--- src/rtl/pcpu_pkg.sv ---
// Shared pcpu definitions: M-extension funct3 codes, MDU sequencer states, overflow constant.
package pcpu_pkg;

    localparam logic [2:0] MDU_MUL    = 3'd0;
    localparam logic [2:0] MDU_MULH   = 3'd1;
    localparam logic [2:0] MDU_MULHSU = 3'd2;
    localparam logic [2:0] MDU_MULHU  = 3'd3;
    localparam logic [2:0] MDU_DIV    = 3'd4;
    localparam logic [2:0] MDU_DIVU   = 3'd5;
    localparam logic [2:0] MDU_REM    = 3'd6;
    localparam logic [2:0] MDU_REMU   = 3'd7;

    localparam logic [31:0] DIV_OVF_A = 32'h8000_0000;

    typedef enum logic [2:0] {
        StIdle = 3'd0,
        StPrep = 3'd1,
        StIter = 3'd2,
        StFix  = 3'd3,
        StDone = 3'd4
    } mdu_state_e;

endpackage

--- src/rtl/mdu_step.sv ---
// One iteration of the shift-add multiply / restoring shift-subtract divide datapath.
// The vacated bit (product MSB or quotient LSB) is left 0 and filled by the caller from cout.
module mdu_step (
    input  logic        div_mode,
    input  logic [63:0] acc,
    input  logic [31:0] opnd,
    input  logic        mul_lsb,
    output logic [63:0] acc_nxt,
    output logic        cout
);

    logic [32:0] sum;
    logic [32:0] diff;
    logic [63:0] sh;

    always_comb begin
        sum     = '0;
        diff    = '0;
        sh      = '0;
        acc_nxt = acc;
        cout    = 1'b0;
        if (div_mode) begin
            sh   = {acc[62:0], 1'b0};
            diff = {1'b0, sh[63:32]} - {1'b0, opnd};
            // A set rem MSB before the shift means the shifted rem exceeds any divisor.
            cout    = diff[32] & ~acc[63];
            acc_nxt = cout ? sh : {diff[31:0], sh[31:0]};
        end else begin
            sum     = {1'b0, acc[63:32]} + (mul_lsb ? {1'b0, opnd} : 33'd0);
            cout    = sum[32];
            acc_nxt = {1'b0, sum[31:0], acc[31:1]};
        end
    end

endmodule

--- src/rtl/mdu_seq.sv ---
// Multi-cycle RV32M multiply/divide sequencer: PREP, 32 ITER steps, FIX, DONE.
module mdu_seq
    import pcpu_pkg::*;
#(
    parameter int unsigned XLEN  = 32,
    parameter int unsigned ITERS = 32
) (
    input  logic            clk,
    input  logic            rst_n,
    input  logic            start,
    input  logic [2:0]      funct3,
    input  logic [XLEN-1:0] a,
    input  logic [XLEN-1:0] b,
    input  logic            flush,
    output logic            busy,
    output logic            done,
    output logic [XLEN-1:0] y
);

    mdu_state_e  state_q, state_d;
    logic [2:0]  op_q, op_d;
    logic [31:0] a_q, a_d;
    logic [31:0] b_q, b_d;
    logic [31:0] opnd_q, opnd_d;
    logic [63:0] acc_q, acc_d;
    logic [4:0]  cnt_q, cnt_d;
    logic        neg_q, neg_d;
    logic [31:0] y_q, y_d;

    logic        is_div;
    logic        sa, sb;
    logic [31:0] mag_a, mag_b;
    logic        in_div_zero, in_ovf;
    logic [63:0] fix_src, fix_val;
    logic [63:0] step_nxt;
    logic        step_cout;

    assign is_div = op_q[2];

    mdu_step u_step (
        .div_mode (is_div),
        .acc      (acc_q),
        .opnd     (opnd_q),
        .mul_lsb  (acc_q[0]),
        .acc_nxt  (step_nxt),
        .cout     (step_cout)
    );

    always_comb begin
        sa = 1'b0;
        sb = 1'b0;
        unique case (op_q)
            MDU_MULH, MDU_DIV, MDU_REM: begin
                sa = a_q[31];
                sb = b_q[31];
            end
            MDU_MULHSU: sa = a_q[31];
            MDU_MUL, MDU_MULHU, MDU_DIVU, MDU_REMU: ;
            default: ;
        endcase
        mag_a = sa ? (~a_q + 32'd1) : a_q;
        mag_b = sb ? (~b_q + 32'd1) : b_q;

        in_div_zero = funct3[2] && (b == 32'd0);
        in_ovf      = ((funct3 == MDU_DIV) || (funct3 == MDU_REM))
                      && (a == DIV_OVF_A) && (b == 32'hFFFF_FFFF);

        // Products use the whole 64-bit acc; quotient sits in lo, remainder in hi.
        if (!is_div)     fix_src = acc_q;
        else if (op_q[1]) fix_src = {32'd0, acc_q[63:32]};
        else             fix_src = {32'd0, acc_q[31:0]};
        fix_val = neg_q ? (~fix_src + 64'd1) : fix_src;
    end

    always_comb begin
        state_d = state_q;
        op_d    = op_q;
        a_d     = a_q;
        b_d     = b_q;
        opnd_d  = opnd_q;
        acc_d   = acc_q;
        cnt_d   = cnt_q;
        neg_d   = neg_q;
        y_d     = y_q;
        unique case (state_q)
            StIdle: begin
                if (start && !flush) begin
                    op_d = funct3;
                    a_d  = a;
                    b_d  = b;
                    if (in_div_zero) begin
                        y_d     = funct3[1] ? a : 32'hFFFF_FFFF;
                        state_d = StDone;
                    end else if (in_ovf) begin
                        y_d     = funct3[1] ? 32'd0 : DIV_OVF_A;
                        state_d = StDone;
                    end else begin
                        state_d = StPrep;
                    end
                end
            end
            StPrep: begin
                cnt_d   = '0;
                neg_d   = (is_div && op_q[1]) ? sa : (sa ^ sb);
                state_d = StIter;
                if (is_div) begin
                    acc_d  = {32'd0, mag_a};
                    opnd_d = mag_b;
                end else begin
                    acc_d  = {32'd0, mag_b};
                    opnd_d = mag_a;
                end
            end
            StIter: begin
                acc_d = is_div ? {step_nxt[63:1], ~step_cout} : {step_cout, step_nxt[62:0]};
                cnt_d = cnt_q + 5'd1;
                if (cnt_q == 5'(ITERS - 1)) state_d = StFix;
            end
            StFix: begin
                y_d     = (op_q == MDU_MUL || is_div) ? fix_val[31:0] : fix_val[63:32];
                state_d = StDone;
            end
            StDone:  state_d = StIdle;
            default: state_d = StIdle;
        endcase
        // The result is already committed once in DONE, so flush only aborts earlier states.
        if (flush && (state_q == StPrep || state_q == StIter || state_q == StFix)) begin
            state_d = StIdle;
            y_d     = y_q;
        end
    end

    always_ff @(posedge clk) begin
        if (!rst_n) begin
            state_q <= StIdle;
            op_q    <= '0;
            a_q     <= '0;
            b_q     <= '0;
            opnd_q  <= '0;
            acc_q   <= '0;
            cnt_q   <= '0;
            neg_q   <= 1'b0;
            y_q     <= '0;
        end else begin
            state_q <= state_d;
            op_q    <= op_d;
            a_q     <= a_d;
            b_q     <= b_d;
            opnd_q  <= opnd_d;
            acc_q   <= acc_d;
            cnt_q   <= cnt_d;
            neg_q   <= neg_d;
            y_q     <= y_d;
        end
    end

    assign busy = (state_q != StIdle);
    assign done = (state_q == StDone);
    assign y    = y_q;

endmodule

--- config.mk ---
export PLATFORM = sky130hd
export DESIGN_NAME = mdu_seq
export DESIGN_NICKNAME = d
export VERILOG_FILES = /design/src/rtl/pcpu_pkg.sv /design/src/rtl/mdu_step.sv /design/src/rtl/mdu_seq.sv
export SDC_FILE = /design/constraint.sdc
export NUM_CORES = 1
export LEC_CHECK = 0
export ABC_AREA = 1
export BUFFER_PORTS_ARGS = -buffer_cell sky130_fd_sc_hd__buf_2
export CORE_MARGIN = 5
export CORE_UTILIZATION = 35
export DETAILED_ROUTE_END_ITERATION = 8
export HOLD_SLACK_MARGIN = 0.1
export SYNTH_ARGS = -nofsm -noshare
export SYNTH_HDL_FRONTEND = slang
export SYNTH_HIERARCHICAL = 1
export SYNTH_SLANG_ARGS = --single-unit
export TNS_END_PERCENT = 100
--- constraint.sdc ---
create_clock -name clk -period 2.6 [get_ports clk]
set_input_delay 0.52 -clock clk [delete_from_list [all_inputs] [get_ports clk]]
set_output_delay 0.52 -clock clk [all_outputs]
set_load 0.01 [all_outputs]
-- Word-level counts from Yosys, hierarchy flattened
Cells that the tools add are included.
- add/sub/neg operators: 6
- equal/unequal tests: 16
- mux-type cells: 29
- bitwise logic cells: 9
- reduce and logical (&&, ||, !) cells: 23
- operators by type and width (operator ; count):
    $mux W32 ; 12
    $mux W64 ; 5
    $pmux W64 S2 ; 1
    $add A32 B1 Y32 const B ; 2
    $add A64 B1 Y64 const B ; 1
    $eq A32 B32 Y1 const B ; 2
    $not A32 Y32 ; 2
    $not A64 Y64 ; 1
    $pmux W32 S2 ; 1
    $add A32 B33 Y33 ; 1
    $sub A32 B32 Y33 ; 1
    $logic_not A32 Y1 ; 1
    $eq A3 B3 Y1 const B ; 5
    $mux W3 ; 4
    $pmux W3 S4 ; 1
    $pmux W5 S2 ; 1
    $eq A3 B2 Y1 const B ; 3
    $eq A3 B1 Y1 const B ; 2
    $logic_and A1 B1 Y1 ; 6
    $logic_not A3 Y1 ; 2
    $add A5 B1 Y5 const B ; 1
    $eq A5 B5 Y1 const B ; 1
    $logic_or A1 B1 Y1 ; 4
    $mux W1 ; 4
    13 further kinds ; 19
- flip-flop bits (word level): 204
- bits of input ports: 71
- output and inout port bits: 34
- word-level logic and storage cells: 92

-- Depth between registers and ports, before layout
- depth in word-level cells: 8
- depth in mapped cells: 21
- gate-level depth less buffers: 20

-- Hierarchy
Netlist, hierarchy kept.
- modules (own cells, without submodules) (module ; times used ; cells each ; area each (um2) ; seq. area each (um2)):
    mdu_seq ; 1 ; 2343 ; 13944.6 ; 4083.9
    mdu_step ; 1 ; 1340 ; 6273.5 ; 0.0

-- Worst setup path after synthesis
No wires, ideal clock.
- path kind: register -> register
- from: register acc_q[0]
- to: register acc_q[0]
- library setup time: 0.095 ns
- data arrival time: 2.333 ns
- data required time: 2.505 ns
- path slack: 0.172 ns
- stages on the path, launching flop included: 17
- buffers on the path: 1
- period minus slack after synthesis: 2.428 ns
- cells stage by stage: dfxtp_1 -> clkbuf_1 -> nand2_1 -> inv_1 -> ha_1 -> fa_1 -> nand3_1 -> nand2_1 -> nand2_1 -> o211ai_1 -> nand2_1 -> nand3_1 -> nand2_1 -> a21boi_0 -> nand2_1 -> o21ai_0 -> a221oi_1
- cells in the longest elaborated chain, start to end: 6
- RTL lines (what ; RTL line ; RTL):
    start, declared ; mdu_seq.sv:25 ; logic [63:0] acc_q, acc_d;
    start signal, assigned ; mdu_seq.sv:140 ; acc_q <= '0;
    start signal, assigned ; mdu_seq.sv:150 ; acc_q <= acc_d;
    $mux W32 ; mdu_step.sv:29 ; sum = {1'b0, acc[63:32]} + (mul_lsb ? {1'b0, opnd} : 33'd0);
    $add A32 B33 Y33 ; mdu_step.sv:29 ;
    $mux W1 ; mdu_step.sv:22 ; if (div_mode) begin
    net step_cout ; mdu_seq.sv:36 ; logic step_cout;
    $not A1 Y1 ; mdu_seq.sv:115 ; acc_d = is_div ? {step_nxt[63:1], ~step_cout} : {step_cout, step_nxt[62:0]};
    $mux W64 ; mdu_seq.sv:115 ;
    $pmux W64 S2 ; mdu_seq.sv:85 ; unique case (state_q)
The timed path passes the listed nets, and every way through them passes these cells.
A chain may end at the register's enable or synchronous reset.

-- Worst setup path after layout
- from: register op_q[1]
- to: register y_q[13] (netlist: y[13])
- cells in the longest elaborated chain, start to end: 7
- elaborated cells between the ends (all ways): 9
- classes of those cells: add/sub (1); mux (5); bitwise (1); reduce/logical (2)
- RTL lines (what ; RTL line ; RTL):
    start, declared ; mdu_seq.sv:21 ; logic [2:0] op_q, op_d;
    start signal, assigned ; mdu_seq.sv:146 ; op_q <= op_d;
    $mux W32 ; mdu_seq.sv:70 ; else if (op_q[1]) fix_src = {32'd0, acc_q[63:32]};
    $mux W64 ; mdu_seq.sv:69 ; if (!is_div) fix_src = acc_q;
    $not A64 Y64 ; mdu_seq.sv:72 ; fix_val = neg_q ? (~fix_src + 64'd1) : fix_src;
    $add A64 B1 Y64 ; mdu_seq.sv:72 ;
    $mux W64 ; mdu_seq.sv:72 ;
    $mux W32 (*) ; mdu_seq.sv:120 ; y_d = (op_q == MDU_MUL || is_div) ? fix_val[31:0] : fix_val[63:32];
    $pmux W32 S2 (*) ; mdu_seq.sv:85 ;
    end signal, assigned ; mdu_seq.sv:153 ; y_q <= y_d;
    end, declared ; mdu_seq.sv:28 ; logic [31:0] y_q, y_d;
Mark *: on every way between the ends. The rest lies on a longest branch, timed or not.

==> flow_summary.json <==
{
  "status": "completed",
  "fin_nets": 4051,
  "fin_worst_skew_ns": 0.0163,
  "worstHoldEndpoint": "state_q[1]",
  "r2r_start": "op_q[1]",
  "crit_family": "simple AND/OR/NAND/NOR gates",
  "grtUsageMet3": 0.0475,
  "finalCritPeriodShare": 0.976,
  "synthTopCellsByArea": "nand2_1 (23%), dfxtp_1 (20%), inv_1 (9.7%)",
  "cts_tree": "yes",
  "clk_latency_ns": 0.56,
  "place_congestion": 1.04,
  "initial_core_util": 0.352,
  "synth_top_cell_by_area": "nand2_1",
  "root_buffer": "clkbuf_16",
  "synth_flop_cell": "dfxtp_1",
  "netlist_area_mm2": 0.0202,
  "finalMaxSlewViolations": 0,
  "slowest_stage": "dfxtp_2",
  "hold_depth": 4,
  "arrival_ns": 2.98,
  "via_per_inst": 5.33,
  "synthCells": 3683,
  "synthToLayoutAreaGrowth_pct": 21.4,
  "crit_path_end_kind": "register",
  "port_buffers": 104,
  "cts_buffers": 25,
  "critPathMostFrequentCell": "nand2_1",
  "power.density_mw_per_mm2": 525,
  "place_hpwl_um": 71700,
  "grt_max_degree": 116,
  "min_from": "flush",
  "hold_viol_final": 0,
  "dieArea_mm2": 0.0627,
  "holdBufCountCts": 0,
  "ys_seq_area_frac": 0.202,
  "overflow": 0,
  "final_area_mm2": 0.0246,
  "vdd_drop_max_mv": 0.486,
  "critical_path_required_ns": 3.04,
  "setup_ws_ns": 0.0614,
  "ant_nets": 0,
  "first_global_vias": 22400,
  "coreArea_mm2": 0.0575,
  "startpoint_type": "register",
  "grt_use_met2": 0.413,
  "synth_edf_count": 0,
  "wl_per_cell_um": 19.2,
  "r2r_end": "y[13]",
  "crit_chain": "nand2_4 > buf_12 > o21ai_1 > nand2_1 > nor2_1 > nand2_1 > nor2_1 > nand3_1 > nand2_2 > nand2_1 > o21ai_0 > nand2_1 > nand2_1 > a21oi_1",
  "cts-htree-levels": 1,
  "synth.most_common_cell": "nand2_1",
  "avgSynthCellArea_um2": 5.49,
  "fp-row-count": 88,
  "fin_setup_tns_ns": 0,
  "top_usage_layer": "met2",
  "drtIter0Drc": 2549,
  "place_area_mm2": 0.0231,
  "maxCapViolations": 0,
  "cts.path.max_buffers": 3,
  "drc": 0,
  "layout.cells.non_filler": 4691,
  "ys_ff_latch": 204,
  "layout-drive-gt1-share": 0.149,
  "clk_pin_slew_ns": 0.06,
  "hold_class": "in2reg",
  "vias": 25000,
  "slew_headroom": 0.459,
  "met1_usage": 0.378,
  "antenna_found_initial": 3,
  "place_inst": 4634,
  "yosysWarnings": 6,
  "rsz0062_at_grt": "yes",
  "io_pins": 105,
  "path_buf_inv": 1,
  "fin_crit_ns": 2.54,
  "p_leak_uw": 0.0125,
  "worst_pin_slew_ns": 0.803,
  "cp_max_fo": 24,
  "rr_worst_depth": 14,
  "grt_pass1_wl_um": 133000,
  "async_reset_ff_frac": 0,
  "place_ws_ns": -0.0822,
  "yosys-top-cells-count": "nand2_1 (1212), inv_1 (524), nand3_1 (332), nor2_1 (300), a21oi_1 (286)",
  "setup.worst_path.class": "reg2reg",
  "chipWidth_um": 250,
  "setup_viol": 0,
  "routed_wl_um": 89900,
  "holdWs_ns": 0.239,
  "rrSetupSlack_ns": 0.06,
  "ys_types": 45,
  "synth_nets": 3825,
  "firstDrtPassIters": 5,
  "die_height_um": 250,
  "maxClockFrequency_ghz": 0.394,
  "clock_sinks": 204,
  "synth_top_area_frac": 0.225,
  "max_stage_delay_ns": 0.37,
  "grt_use_total": 0.268
}
[cell usage in the layout (no fill, tap or decap), types with 12 or more instances in the layout]
master,instances
buf_12,19
nand2_1,1175
xor2_1,54
ha_1,58
buf_4,222
o21ai_0,193
buf_2,104
a31oi_1,33
a21oi_1,275
o21ai_1,18
nand2_2,44
inv_2,13
nor2_1,272
or2_2,21
dfxtp_1,197
nand3b_1,26
nor2_2,30
o21ai_2,12
clkbuf_16,28
xnor2_1,21
nand4_1,45
inv_1,517
o211ai_1,56
nor4_1,19
nand3_1,324
nor3_1,31
[worst max path at each step]
stage,startpoint,endpoint,slack [ns],cells after the start
after floorplan,acc_q[0],acc_q[0],0.17,16
after global placement,op_q[1],y[25],-0.15,17
after detailed placement,acc_q[0],acc_q[0],-0.08,16
after CTS,acc_q[0],acc_q[0],-0.07,16
after global routing,op_q[2],y[5],-0.06,15
final,op_q[1],y[13],0.06,14
[worst reg2reg max path, cell delays in order (launching register included)]
cell and delay, ns:
dfxtp_2 0.37, nand2_4 0.08, buf_12 0.16, o21ai_1 0.35, nand2_1 0.14, nor2_1 0.21, nand2_1 0.16, nor2_1 0.16
nand3_1 0.10, nand2_2 0.13, nand2_1 0.06, o21ai_0 0.09, nand2_1 0.08, nand2_1 0.24, a21oi_1 0.11
[cell families (layout without fill, tap and decap cells)]
group | after synthesis | after routing | share of synthesized area
adder cells (fa/ha/maj) | 71 | 71 | 0.0447
AND/OR/NAND/NOR | 2027 | 2027 | 0.422
XOR/XNOR | 76 | 76 | 0.0329
other | 0 | 1 | 0
AO/OA/AOI/OAI | 619 | 619 | 0.166
flip-flops | 204 | 204 | 0.202
buffers and inverters | 686 | 928 | 0.132
[flip-flops by register name, indices dropped and copies added (netlist names)]
name     count
acc_q       64
a_q         32
b_q         32
opnd_q      32
y           32
cnt_q        5
op_q         3
state_q      3
neg_q        1
[per-layer routing]
layer,up-vias,share of wire,wire length (um)
met1,11500,0.44,39600
met2,1042,0.43,38900
li1,12300,-,-
met4,4,0.036,3220
met5,-,0.00030,27
met3,166,0.091,8140
[area by class of cell]
class / count / area [um2]
Antenna cell: 1 / 2.50
Clock buffer: 35 / 753
Clock inverter: 8 / 95.1
Fill cell: 6434 / 32900
Inverter: 532 / 2000
Multi-Input combinational cell: 2793 / 13900
Sequential cell: 204 / 4100
Tap cell: 765 / 957
Timing Repair Buffer: 353 / 2700
[per-stage QoR]
stage	utilization	total power (uW)
final	0.427	12900
after global routing	0.427	13600
after CTS	0.416	12600
after detailed placement	0.401	8950
after global placement	0.401	8960
after floorplan	-	6970
[where the power goes]
part	switching (uW)	internal [uW]
Sequential	195	3320
Clock	1510	2130
Combinational	3730	2020
[timing repair]
action | CTS | global route
setup buffers | 0 | 11
setup endpoints to repair | 11 | 72
gates resized for setup | 4 | 143
pin swaps | 2 | 36
cloned | 0 | 3
Note: power is estimated with default switching activity, not from simulation.
